### config.mk
export PLATFORM = sky130hd
export DESIGN_NAME = fmul_sched_flat
export DESIGN_NICKNAME = d
export VERILOG_FILES = /design/src/rtl/fmul_pkg.sv /design/src/rtl/fmul_sched_if.sv /design/src/rtl/rr_arbiter.sv /design/src/rtl/fmul_sched.sv /design/src/flat_wrapper.sv
export SDC_FILE = /design/constraint.sdc
export NUM_CORES = 1
export LEC_CHECK = 0
export CAP_MARGIN = 10
export CORE_AREA = 2 2 157 159
export CTS_CLUSTER_DIAMETER = 60
export DETAILED_ROUTE_END_ITERATION = 8
export DIE_AREA = 0 0 159 161
export PLACE_DENSITY = 0.68
export SLEW_MARGIN = 40
export SYNTH_ARGS = -nofsm -noshare
export SYNTH_HDL_FRONTEND = slang
export SYNTH_SLANG_ARGS = --single-unit
### constraint.sdc
create_clock -name clk -period 7.3 [get_ports clk]
set_input_delay 1.46 -clock clk [delete_from_list [all_inputs] [get_ports clk]]
set_output_delay 1.46 -clock clk [all_outputs]
set_load 0.02 [all_outputs]
### src/rtl/fmul_pkg.sv
// rtl/fmul_pkg.sv - shared widths and defaults for the multiplier scheduler
package fmul_pkg;

    localparam int FP_W        = 32;
    localparam int DEF_N       = 4;
    localparam int DEF_MUL_LAT = 2;

    // requester id width; a single requester bit is still kept for N=2
    function automatic int id_width(input int n);
        return (n <= 2) ? 1 : $clog2(n);
    endfunction

endpackage

### src/rtl/fmul_sched_if.sv
// rtl/fmul_sched_if.sv - requester, multiplier and response signals of the scheduler
interface fmul_sched_if
    import fmul_pkg::*;
#(
    parameter int N = DEF_N
);

    logic [N-1:0]      req_valid;
    logic [N*FP_W-1:0] req_a;
    logic [N*FP_W-1:0] req_b;
    logic [N-1:0]      req_ready;
    logic [FP_W-1:0]   mul_a;
    logic [FP_W-1:0]   mul_b;
    logic [FP_W-1:0]   mul_result;
    logic [N-1:0]      resp_valid;
    logic [FP_W-1:0]   resp_data;
    logic              busy;

    modport master (
        output req_valid, req_a, req_b, mul_result,
        input  req_ready, mul_a, mul_b, resp_valid, resp_data, busy
    );

    modport slave (
        input  req_valid, req_a, req_b, mul_result,
        output req_ready, mul_a, mul_b, resp_valid, resp_data, busy
    );

endinterface

### src/rtl/rr_arbiter.sv
// rtl/rr_arbiter.sv - combinational round-robin pick starting at a priority pointer
module rr_arbiter
    import fmul_pkg::*;
#(
    parameter int N    = DEF_N,
    parameter int ID_W = id_width(N)
) (
    input  logic [N-1:0]    req,
    input  logic [ID_W-1:0] ptr,
    output logic [N-1:0]    grant,
    output logic [ID_W-1:0] grant_id
);

    int   idx;
    logic found;

    always_comb begin
        grant    = '0;
        grant_id = '0;
        found    = 1'b0;
        idx      = 0;
        for (int k = 0; k < N; k++) begin
            idx = int'(ptr) + k;
            if (idx >= N) idx = idx - N;
            for (int j = 0; j < N; j++) begin
                if (!found && (j == idx) && req[j]) begin
                    grant[j] = 1'b1;
                    grant_id = ID_W'(j);
                    found    = 1'b1;
                end
            end
        end
    end

endmodule

### src/rtl/fmul_sched.sv
// rtl/fmul_sched.sv - shares one pipelined float multiplier among N requesters
// with round-robin issue and id-tagged result routing.
module fmul_sched
    import fmul_pkg::*;
#(
    parameter int N       = DEF_N,
    parameter int MUL_LAT = DEF_MUL_LAT
) (
    input  logic        clk,
    input  logic        rst,
    fmul_sched_if.slave bus
);

    localparam int ID_W = id_width(N);

    logic [ID_W-1:0] ptr;
    logic [ID_W-1:0] gid;
    logic [N-1:0]    grant;
    logic            fire;
    logic [N-1:0]    resp_oh;

    logic            tag_v  [0:MUL_LAT];
    logic [ID_W-1:0] tag_id [0:MUL_LAT];
    logic            any_tag;

    rr_arbiter #(.N(N), .ID_W(ID_W)) u_arb (
        .req      (bus.req_valid),
        .ptr      (ptr),
        .grant    (grant),
        .grant_id (gid)
    );

    assign bus.req_ready = grant;
    assign fire          = |(bus.req_valid & grant);

    // last tag stage lines up with mul_result for that operation
    always_comb begin
        resp_oh = '0;
        for (int i = 0; i < N; i++) begin
            resp_oh[i] = (tag_id[MUL_LAT] == ID_W'(i));
        end
    end

    always_comb begin
        any_tag = 1'b0;
        for (int i = 0; i <= MUL_LAT; i++) begin
            any_tag = any_tag | tag_v[i];
        end
    end

    assign bus.busy = any_tag | (|bus.resp_valid);

    always_ff @(posedge clk or posedge rst) begin
        if (rst) begin
            ptr            <= '0;
            bus.mul_a      <= '0;
            bus.mul_b      <= '0;
            bus.resp_valid <= '0;
            bus.resp_data  <= '0;
            for (int i = 0; i <= MUL_LAT; i++) begin
                tag_v[i]  <= 1'b0;
                tag_id[i] <= '0;
            end
        end else begin
            if (fire) begin
                bus.mul_a <= bus.req_a[int'(gid)*FP_W +: FP_W];
                bus.mul_b <= bus.req_b[int'(gid)*FP_W +: FP_W];
                ptr       <= (gid == ID_W'(N-1)) ? '0 : gid + 1'b1;
            end
            tag_v[0]  <= fire;
            tag_id[0] <= gid;
            for (int i = 1; i <= MUL_LAT; i++) begin
                tag_v[i]  <= tag_v[i-1];
                tag_id[i] <= tag_id[i-1];
            end
            bus.resp_valid <= tag_v[MUL_LAT] ? resp_oh : '0;
            if (tag_v[MUL_LAT]) begin
                bus.resp_data <= bus.mul_result;
            end
        end
    end

endmodule

### src/flat_wrapper.sv
// flat-port wrapper written by rule: the top's interface ports become plain ports
module fmul_sched_flat import fmul_pkg::*;
#(
    parameter int N       = DEF_N,
    parameter int MUL_LAT = DEF_MUL_LAT
)
  (clk, rst, bus_req_valid, bus_req_a, bus_req_b, bus_mul_result, bus_req_ready, bus_mul_a, bus_mul_b, bus_resp_valid, bus_resp_data, bus_busy);
  fmul_sched_if #(.N(N)) bus_i ();
  input  logic clk;
  input  logic rst;
  input wire logic [$bits(bus_i.req_valid)-1:0] bus_req_valid;
  input wire logic [$bits(bus_i.req_a)-1:0] bus_req_a;
  input wire logic [$bits(bus_i.req_b)-1:0] bus_req_b;
  input wire logic [$bits(bus_i.mul_result)-1:0] bus_mul_result;
  output wire logic [$bits(bus_i.req_ready)-1:0] bus_req_ready;
  output wire logic [$bits(bus_i.mul_a)-1:0] bus_mul_a;
  output wire logic [$bits(bus_i.mul_b)-1:0] bus_mul_b;
  output wire logic [$bits(bus_i.resp_valid)-1:0] bus_resp_valid;
  output wire logic [$bits(bus_i.resp_data)-1:0] bus_resp_data;
  output wire logic [$bits(bus_i.busy)-1:0] bus_busy;
  assign bus_i.req_valid = bus_req_valid;
  assign bus_i.req_a = bus_req_a;
  assign bus_i.req_b = bus_req_b;
  assign bus_i.mul_result = bus_mul_result;
  assign bus_req_ready = bus_i.req_ready;
  assign bus_mul_a = bus_i.mul_a;
  assign bus_mul_b = bus_i.mul_b;
  assign bus_resp_valid = bus_i.resp_valid;
  assign bus_resp_data = bus_i.resp_data;
  assign bus_busy = bus_i.busy;
  fmul_sched #(.N(N), .MUL_LAT(MUL_LAT)) u_core (.clk(clk), .rst(rst), .bus(bus_i));
endmodule
Yosys cells after proc, flatten, opt, wreduce, memory -nomap -nowiden --
Cells that the tools add are included. W data, S select, Z words.
Storage, ports and cells: output and inout port bits 105, register bits after elaboration 111, input bits 294, word-level logic and storage cells 149
Operators by class: bitwise operators 4, mux-type cells 51, $add $sub $neg 8, eq/ne operators 16, reduce and logical (&&, ||, !) cells 53, shift operators 2, magnitude comparators 4
Operators with widths (count):
- $eq A3 B32 Y1 const A | 8
- $shiftx A128 B8 Y32 | 2
- $eq A2 B32 Y1 const A | 4
- $logic_not A32 Y1 | 4
- $mux W32 | 4
- $logic_and A1 B1 Y1 | 31
- $mux W1 | 31
- $mux W2 | 15
- $logic_not A1 Y1 | 15
- $sub A3 B3 Y4 const B | 3
- $ge A3 B3 Y1 const B | 3
- $reduce_or A4 Y1 | 2
- $add A2 B2 Y3 const B | 2
- $eq A2 B2 Y1 const B | 3
- $and A4 B4 Y4 | 1
- $mux W4 | 1
- $sub A2 B3 Y4 const B | 1
- $add A2 B1 Y3 const B | 1
- $ge A2 B3 Y1 const B | 1
- $or A1 B1 Y1 | 3
- $add A2 B1 Y2 const B | 1
- $eq A2 B1 Y1 const B | 1
- $logic_not A2 Y1 | 1

Logic depth before layout (Yosys ltp) --
Gate-level depths: netlist of the first run.
depth in word-level cells 67, mapped depth 10, mapped depth without buffers 7

Cells and area by module --
Synthesis of the first run repeated with hierarchy kept, for this count alone.
Unflattened totals: cell total of the unflattened synthesis 340, area, all modules 5804.3 um^2
Modules (own cells, without submodules):
- fmul_sched | sequential area each 2777.7 um^2, area each 5615.4 um^2, cells an instance 312, instances 1
- rr_arbiter | sequential area each 0.0 um^2, area each 188.9 um^2, cells an instance 28, instances 1

Worst setup path before layout of the first run --
OpenSTA, ideal clock, no wires.
path kind input port to output port, from input bus_req_valid[0], to output bus_req_ready[3], stages 8, data arrival time 2835 ps, path buffers 3, slack 3005 ps, data required time 5840 ps, cells stage by stage buf_2 mux2i_1 nor2_1 nor2_1 o21ai_1 clkbuf_1 clkbuf_1 nor3_1
Between the ends: word-level cells in the longest chain between the ends 62, elaborated cells on any way between the ends 65, those cells by class mux (19); reduce/logical (46)
RTL lines:
- start, declared | line flat_wrapper.sv:11 | input wire logic [$bits(bus_i.req_valid)-1:0] bus_req_valid;
- $logic_and A1 B1 Y1 | line rr_arbiter.sv:26 | if (!found && (j == idx) && req[j]) begin
- $mux W1 | line rr_arbiter.sv:26
- $logic_not A1 Y1 | line rr_arbiter.sv:26
- $logic_and A1 B1 Y1 (2 in series) | line rr_arbiter.sv:26
- $mux W1 | line rr_arbiter.sv:26
- $logic_not A1 Y1 | line rr_arbiter.sv:26
- $logic_and A1 B1 Y1 (2 in series) | line rr_arbiter.sv:26
- $mux W1 | line rr_arbiter.sv:26
- [... 41 more ...]
- $logic_and A1 B1 Y1 (2 in series) | line rr_arbiter.sv:26
- $mux W1 | line rr_arbiter.sv:26
- $logic_not A1 Y1 | line rr_arbiter.sv:26
- $logic_and A1 B1 Y1 (2 in series) | line rr_arbiter.sv:26
- $mux W1 | line rr_arbiter.sv:26
- $logic_not A1 Y1 | line rr_arbiter.sv:26
- $logic_and A1 B1 Y1 (2 in series) | line rr_arbiter.sv:26
- $mux W1 * | line rr_arbiter.sv:26
- end, declared | line flat_wrapper.sv:15 | output wire logic [$bits(bus_i.req_ready)-1:0] bus_req_ready;
Every way passes the cells marked *; elsewhere a longest branch is shown, timed or not.

Final worst setup path of the first run --
from input bus_req_valid[3], to output bus_req_ready[3]
Between the ends: word-level cells in the longest chain between the ends 50, elaborated cells on any way between the ends 53, those cells by class mux (16); reduce/logical (37)
RTL lines (line):
- $logic_and A1 B1 Y1 | rr_arbiter.sv:26
- $mux W1 | rr_arbiter.sv:26
- $logic_not A1 Y1 | rr_arbiter.sv:26
- $logic_and A1 B1 Y1 (2 in series) | rr_arbiter.sv:26
- $mux W1 | rr_arbiter.sv:26
- $logic_not A1 Y1 | rr_arbiter.sv:26
- $logic_and A1 B1 Y1 (2 in series) | rr_arbiter.sv:26
- $mux W1 | rr_arbiter.sv:26
- [... 29 more ...]
- $logic_and A1 B1 Y1 (2 in series) | rr_arbiter.sv:26
- $mux W1 | rr_arbiter.sv:26
- $logic_not A1 Y1 | rr_arbiter.sv:26
- $logic_and A1 B1 Y1 (2 in series) | rr_arbiter.sv:26
- $mux W1 | rr_arbiter.sv:26
- $logic_not A1 Y1 | rr_arbiter.sv:26
- $logic_and A1 B1 Y1 (2 in series) | rr_arbiter.sv:26
- $mux W1 * | rr_arbiter.sv:26
Marked as above.

==> impl.org, run 1 <==
** Power
- Summed over all nets, the switching power comes to about 0.0013 W.
- VDD sags by at most between 150 and 200 uV.
- In this run the power density over the cells is around 280 mW/mm2.
- Summed over all cells, the static leakage comes to 4.64 nW.
- Power share of the combinational group :: 0.535
- The share of total power dissipated in the clock network is 0.172.
- Relative contribution of sequential cells to total power :: 0.293
- Cell internal power was estimated by the tool at between 0.0015 and 0.002 W.
- Of the total power, the share spent switching nets is 0.418.

** Worst setup path
- The setup path with the least slack is of type primary input to output port.
- Measured in cells, the most critical reg-to-reg path has a length of 8.
- Traced cell by cell, the critical path runs through clkdlybuf4s50_1, a21oi_1, nor2_4, o21ai_4, nor3_1, clkdlybuf4s50_1.
- The critical path contains buffers and inverters numbering 2 combined.
- Standard cell with the maximum stage delay on the critical path :: sky130_fd_sc_hd__clkdlybuf4s50_1
- Most Frequent Cell on Critical Path :: sky130_fd_sc_hd__clkdlybuf4s50_1
- The worst register-to-register path ends at u_core.bus.mul_b[11]$_DFFE_PP0P_.
- Top Family by Delay on Critical Path :: buffers and inverters
- STA classifies the critical path startpoint as a primary input.
- The worst register-to-register path begins at u_core.ptr[0]$_DFFE_PP0P_.
- At the worst endpoint, the required time is about 6000 ps.
- Worst Setup End Kind :: output port
- Data arrives at the worst endpoint at about 3700 ps.
- In this run the worst path has a maximum fanout of 9.
- Slowest stage delay, CP :: 820 ps
- The setup check on the worst reg-to-reg path leaves a slack of between 4000 and 5000 ps.

** Synth
- Post-synthesis cell type count :: 34
- Avg Inst Size Synth :: slightly above 10 um2
- Net count after synthesis :: approximately 950
- For this run, the register share of the synthesized area comes to 0.423.
- For this run, asynchronously set or reset flops after synthesis account for 1.00.
- Of the total synthesized cell area, the portion taken by XOR and XNOR cells is 0.
- By area the synthesized netlist is led by sky130_fd_sc_hd__dfrtp_1 42%, sky130_fd_sc_hd__a221oi_2 12%, sky130_fd_sc_hd__a311o_1 9.8%.
- The most used flip-flop cell after synthesis is sky130_fd_sc_hd__dfrtp_1.
- Of the total synthesized cell area, the portion taken by AND, OR, NAND and NOR gates is 0.117.
- The share of synthesized area in the top cell type comes to 0.423.
- Most frequent cells after synthesis :: 111 x sky130_fd_sc_hd__dfrtp_1, 76 x sky130_fd_sc_hd__nor2_1, 69 x sky130_fd_sc_hd__inv_1, 65 x sky130_fd_sc_hd__and3_1
- Synthesis inferred 111 register bits.
- Adder-cell share of the synthesized area :: 0.00171
- The largest total area in the synthesized netlist belongs to sky130_fd_sc_hd__dfrtp_1.
- Dominant combinational cell family by area after synthesis :: compound AO/OA/AOI/OAI gates
- Netlist area before placement :: approximately 0.0066 mm2
- Most instantiated library cell after synthesis :: sky130_fd_sc_hd__dfrtp_1
- The post-synthesis compound-gate area fraction was 0.310.
- The Yosys step of the flow raised 0 warnings.
- The portion of synthesized area spent on multiplexers is 0.0564.
- Number of flops mapped to enable cells by yosys :: 0
- Cell count after synthesis :: 653

** Timing
- Final setup TNS :: 0 ps
- On the final layout, the worst clock skew is about 15 ps.
- Final clock period utilization by the worst path :: 0.702
- The number of failing hold endpoints at the final stage is 0.
- After layout, the minimum clock period comes to ~5100 ps.
- Actual slew at the worst max-slew pin :: approximately 950 ps
- Setup repair after global routing missed its margin :: false
- The number of pins exceeding their max-slew limit in the final report is 0.
- Headroom to the max-slew limit came out at 0.370.
- Setup Viol. Count Final :: 0
- Highest clock rate :: slightly below 200 MHz

** Clock network
- TritonCTS Sinks :: 111
- After clock tree synthesis, the clock-pin slew on the worst setup and hold paths is ~100 ps.
- Total of hold buffers inserted after clock tree synthesis :: 0
- Post-CTS timing repair inserted 0 buffers for setup.
- TritonCTS clock tree :: yes
- Latest clock arrival within the worst-skew pair :: roughly 360 ps
- The H-tree generated during clock tree synthesis spans 3 levels.
- In this run, CTS created clock tree buffers numbering 9.
- Clock tree buffer depth :: 2
- PostCTS Resize Cnt :: 0
- CTS placed an instance of sky130_fd_sc_hd__clkbuf_16 at the clock tree root.

** Die
- Die extent in y :: roughly 160 um
- In this run the count of I/O pins placed on the die edge is ~400.
- Die X-Extent :: 159 um
- The floorplan has 57 rows.
- Area of the core :: 0.0240 mm2
- For this configuration, the core starts out at a cell density of 0.274.
- Die area :: around 0.026 mm2

** Routing
- The first routing iteration left 423 violations.
- Antenna viol nets, final :: 0
- DRC Markers :: 0
- Routed via count :: roughly 6900
- Vias per cell :: 5.22
- The final layout contains routed wiring with a total length of 27700 um.
- Average routed wire per standard cell :: roughly 21 um
- For this run, the detailed router's first-pass iteration total came to 5.

** Flow run
- Number of max-cap violations :: 0

** Placed design
- Final Wtd Congestion :: around 0.83
- Port Buf Inserts :: 398
- Detailed placement finished with a half-perimeter wire length of 18800 um.

** Worst hold path
- Hold path cells :: 0
- Worst-case hold path end point :: u_core.tag_id[1]$_DFF_PP0_
- The worst hold path begins at u_core.tag_id[3]$_DFF_PP0_.
- Class of the tightest hold or removal check :: register to register

** Global routing
- The number of antenna violations at the first check in global routing is 1.
- Wire length of the first global-routing pass :: about 42000 um
- Global router's overall resource usage :: 0.208
- Number of global-route vias before repair :: about 7000
- Maximum number of pins on one net before global-route repair :: about 80
- After global routing the overflow that remains totals 0.

** Layout
- After filler insertion, the fill cell instance count of the layout stands at roughly 2300.
- Proportion of layout cells with a drive suffix above 1 :: 0.124
- The multi-input combinational cells in the finished layout cover a total of 0.00325 mm2.
- Total area of sequential cells :: around 0.0028 mm2
- For this run, the share of the core covered by cells in the final layout is 0.466.
- Relative to the synthesized area, the layout overhead comes to 69.9%.
- Number of nets at the end of the flow :: approximately 1300
- Ant diodes :: 0

** Outcome
- The run finished with clean final reports.
## logic make-up (layout without fill, tap and decap cells)
kind of cell               after synthesis  after routing
muxes                                   33             33
buffers and inverters                  146            498
and+or+nand+nor                        155            155
DFF                                    111            111
AOI/OAI and AO/OA                      207            207
adders and majority gates                1              1
## layout by cell type, fill, tap and decap left out, types with 3 or more instances in the layout
master | Yosys | routed
sky130_fd_sc_hd__dfrtp_1 | 111 | 111
sky130_fd_sc_hd__inv_1 | 69 | 67
sky130_fd_sc_hd__nor2_1 | 76 | 73
sky130_fd_sc_hd__inv_12 | 0 | 3
sky130_fd_sc_hd__a21oi_1 | 4 | 3
sky130_fd_sc_hd__buf_4 | 0 | 10
sky130_fd_sc_hd__clkdlybuf4s50_1 | 0 | 398
sky130_fd_sc_hd__o22ai_1 | 64 | 64
sky130_fd_sc_hd__a311o_1 | 64 | 64
sky130_fd_sc_hd__nand2_1 | 4 | 3
sky130_fd_sc_hd__a221oi_1 | 14 | 14
sky130_fd_sc_hd__nor3_1 | 3 | 3
sky130_fd_sc_hd__nor2_4 | 0 | 3
sky130_fd_sc_hd__a221oi_2 | 51 | 50
sky130_fd_sc_hd__and3_1 | 65 | 65
sky130_fd_sc_hd__mux2_2 | 32 | 32
sky130_fd_sc_hd__clkbuf_16 | 0 | 9
## power groups by stage
stage                     Clock [W]  Combinational (W)  Sequential (W)
after floorplan                   0           0.000725         0.00113
after global placement            0            0.00167        0.000935
after detailed placement          0            0.00170        0.000942
after CTS                  0.000571            0.00170        0.000931
after global routing       0.000594            0.00179        0.000953
final                      0.000546            0.00170        0.000931
## area by class of cell
| type | count | share of cell area |
|---|---|---|
| timing repair buffer | 412 | 0.371 |
| multi-input combinational | 396 | 0.291 |
| sequential | 111 | 0.249 |
| tap | 324 | 0.0363 |
| inverter | 70 | 0.0240 |
| clock buffer | 9 | 0.0202 |
| clock inverter | 7 | 0.00886 |
## registers in the layout, summed over array words and instances, names as in the netlist
name                   flops
u_core.bus.mul_a          32
u_core.bus.mul_b          32
u_core.bus.resp_data      32
u_core.tag_id              6
u_core.bus.resp_valid      4
u_core.tag_v               3
u_core.ptr                 2
## how the worst max path moves through the flow
stage,slack [ps],cells after the start,from,endpoint
after global routing,2070,6,bus_req_valid[3],bus_req_ready[3]
after CTS,2180,6,bus_req_valid[3],bus_req_ready[3]
final,2180,6,bus_req_valid[3],bus_req_ready[3]
after global placement,2170,6,bus_req_valid[3],bus_req_ready[3]
after floorplan,2910,1,rst,u_core.bus.mul_a[0]$_DFFE_PP0P_
after detailed placement,2190,6,bus_req_valid[3],bus_req_ready[3]
## stage by stage
step	total power, W	setup slack (ps)	hold WS (ps)	cell area [um2]	instances
finish	0.00317	2180	354	11200	1329
detailed placement	0.00264	2190	335	10800	1313
global route	0.00334	2070	359	11200	1329
global placement	0.00261	2170	332	10800	1311
CTS	0.00321	2180	343	11200	1329
floorplan	0.00186	2910	331	6570	653
## metal layers
metal	part of all wire	vias up	GRT usage	routed length [um]
met5	0.00047	-	0	13
met2	0.49	334	0.360	13700
li1	-	3183	-	-
met1	0.41	3383	0.254	11400
met4	0.023	2	0.0640	632
met3	0.073	37	0.0547	2040
Power figures use the tool's default switching activity.
==> inputs of run 2 (changes only) <==
Settings changed: CORE_AREA 2 2 157 159 to 2 2 156 158, DIE_AREA 0 0 159 161 to 0 0 158 160, PLACE_DENSITY 0.68 to 0.69.
Clock period 7.3 ns to 5.3 ns, I/O delays scaled along.
==> impl.org, run 2 (same netlist as run 1, synthesis figures left out) <==
** Timing
- Final setup TNS :: 0 ps
- Across all hold checks on the routed design, the worst slack comes to around 350 ps.
- The number of failing hold endpoints at the final stage is 0.
- The number of pins exceeding their max-slew limit in the final report came to 0.
- The worst path meets setup with about 1100 ps of slack.
- Setup repair after global routing left no endpoint under its margin.
- The clock period could shrink to between 4000 and 5000 ps.
- Of the available clock period, the critical path in the final layout requires 0.796.
- For the pin with the worst max-slew slack, the measured transition is around 830 ps.
- Setup violations remaining at the end of the flow were counted as 0.
- Largest clock skew in the final design :: ~16 ps
- For this run, the top clock speed supported by timing is ~240 MHz.
- The worst pin sits at a relative slew slack of 0.442.

** Clock network
- Worst-path clk slew :: 100 ps
- TritonCTS clock tree :: yes
- For the worst-skew pair, the clock arrives at the later sink with an insertion delay of ~370 ps.
- The number of hold buffers added after CTS was 0.
- The number of gates resized after CTS was 0.
- The number of setup buffers added after CTS is 0.
- Root cell of the clock tree :: sky130_fd_sc_hd__clkbuf_16
- Buffers inserted during clock tree synthesis total 9.
- The H-tree generated during clock tree synthesis spans 3 levels.
- Clock tree buffer depth :: 2
- Counting every sink on the clock net gives between 100 and 150.

** Layout
- The finished cells cover around 0.011 mm2.
- Regs by FF count :: u_core.bus.mul_a (32), u_core.bus.mul_b (32), u_core.bus.resp_data (32)
- Most frequent cells in the layout :: 398 x sky130_fd_sc_hd__clkdlybuf4s50_1, 111 x sky130_fd_sc_hd__dfrtp_1, 73 x sky130_fd_sc_hd__nor2_1
- Proportion of layout cells with a drive suffix above 1 :: 0.130
- Ant diodes :: 0
- Area growth syn-to-layout :: 71.1%
- Leaving out fill and tap cells, the most frequent cell in the layout is sky130_fd_sc_hd__clkdlybuf4s50_1.
- For this run, the post-layout net count is between 1000 and 1500.
- Layout Utilization :: 0.472

** Worst setup path
- Max Fanout on Critical Path :: 9
- Type of the setup path with the least slack :: primary input to output port
- Data arrival time of the critical path :: about 3200 ps
- Worst Setup End Kind :: output port
- STA puts the critical path data required time at between 4000 and 5000 ps.
- STA classifies the critical path startpoint as a primary input.

** Routing
- In the routed design, unresolved DRC markers number 0.
- Vias per cell :: between 5 and 6
- For this run, the detailed router's first-pass iteration total came to 5.
- Drt total wl :: about 28000 um
- DRT iter0 DRCs :: ~490
- Average routed wire per standard cell :: ~21 um
- Across all layers, the routed design uses ~7100 vias.
- Antenna viol nets, final :: 0

** Global routing
- Global router's overall resource usage :: 0.207
- The first global-routing pass estimated approximately 41000 um of wire.
- The number of antenna violations at the first check in global routing was 1.
- Overall overflow remaining after global route :: 0
- Maximum number of pins on one net before global-route repair :: 79
- The via count of the first global-routing pass came to between 7000 and 8000.

** Power
- Summed over all cells, the static leakage comes to 4.68 nW.
- For this design the ratio of total power to cell area is roughly 390 mW/mm2.
- Worst VDD drop :: 173 uV

** Die
- The core region is between 0.02 and 0.025 mm2.
- The initial utilization of the core area, before any placement, comes to 0.276.
- The die is roughly 160 um tall.
- Pin placement for this block handled approximately 400 I/O pins.
- Die area :: around 0.025 mm2
- # rows :: between 50 and 60
- The die is roughly 160 um wide.

** Worst hold path
- Class of the tightest hold or removal check :: register to register

** Placed design
- OpenSTA, run right after detailed placement, puts the worst setup slack at ~1100 ps.
- Detailed placement finished with a half-perimeter wire length of about 19000 um.
- Input and output buffers added on the ports amount to roughly 400.
- In this run the cell area measured after placement is about 0.011 mm2.
- At the end of routability-driven placement, the weighted congestion stood at 0.833.

** Outcome
- Run status :: completed

** Flow run
- The tool flagged a number of max-cap violations equal to 0.
[run 2: metrics by stage]
step           std cells  total power, W
6_report            1335         0.00439
5_1_grt             1335         0.00462
4_1_cts             1331         0.00441
3_5_place_dp        1315         0.00363
3_3_place_gp        1315         0.00360
2_1_floorplan        653         0.00256
[run 2: cell type report]
type / count / area (um2)
inverter: 70 / 265
multi-input combinational: 396 / 3250
timing repair buffer: 418 / 4210
fill: 2284 / 12600
clock inverter: 7 / 101
sequential: 111 / 2780
clock buffer: 9 / 225
tap: 324 / 405
[run 2: final timing paths]
path | slack, ps | endpoint | from | depth (start not counted)
setup / recovery | 1080 | bus_req_ready[3] | bus_req_valid[3] | 6
hold / removal | 350 | u_core.tag_id[0]$_DFF_PP0_ | u_core.tag_id[2]$_DFF_PP0_ | 0
setup reg to reg | 2380 | u_core.bus.mul_b[7]$_DFFE_PP0P_ | u_core.ptr[1]$_DFFE_PP0P_ | 6
hold reg to reg | 350 | u_core.tag_id[0]$_DFF_PP0_ | u_core.tag_id[2]$_DFF_PP0_ | 0
max in group asynchronous | 3220 | u_core.bus.mul_b[31]$_DFFE_PP0P_ | rst | 3
min in group asynchronous | 1030 | u_core.bus.resp_data[13]$_DFFE_PP0P_ | rst | 2
[run 2: metal layers]
layer	wire, um	up-vias	GRT usage
li1	-	3205	-
met1	10800	3480	0.249
met2	13700	371	0.364
met3	2300	53	0.0437
met4	763	0	0.0737
met5	0	-	0
[run 2: power breakdown]
| part | switching [W] | internal, W | total (W) |
|---|---|---|---|
| clock | 0.000403 | 0.000353 | 0.000757 |
| sequential | 0.000168 | 0.00111 | 0.00128 |
| combinational | 0.00125 | 0.00111 | 0.00236 |
[run 2: worst max-delay path, stage by stage]
cell and delay [ps]:
sky130_fd_sc_hd__clkdlybuf4s50_1 840, sky130_fd_sc_hd__a21oi_1 200, sky130_fd_sc_hd__nor2_4 180, sky130_fd_sc_hd__o21ai_4 70, sky130_fd_sc_hd__nor3_1 160, sky130_fd_sc_hd__clkdlybuf4s50_1 650
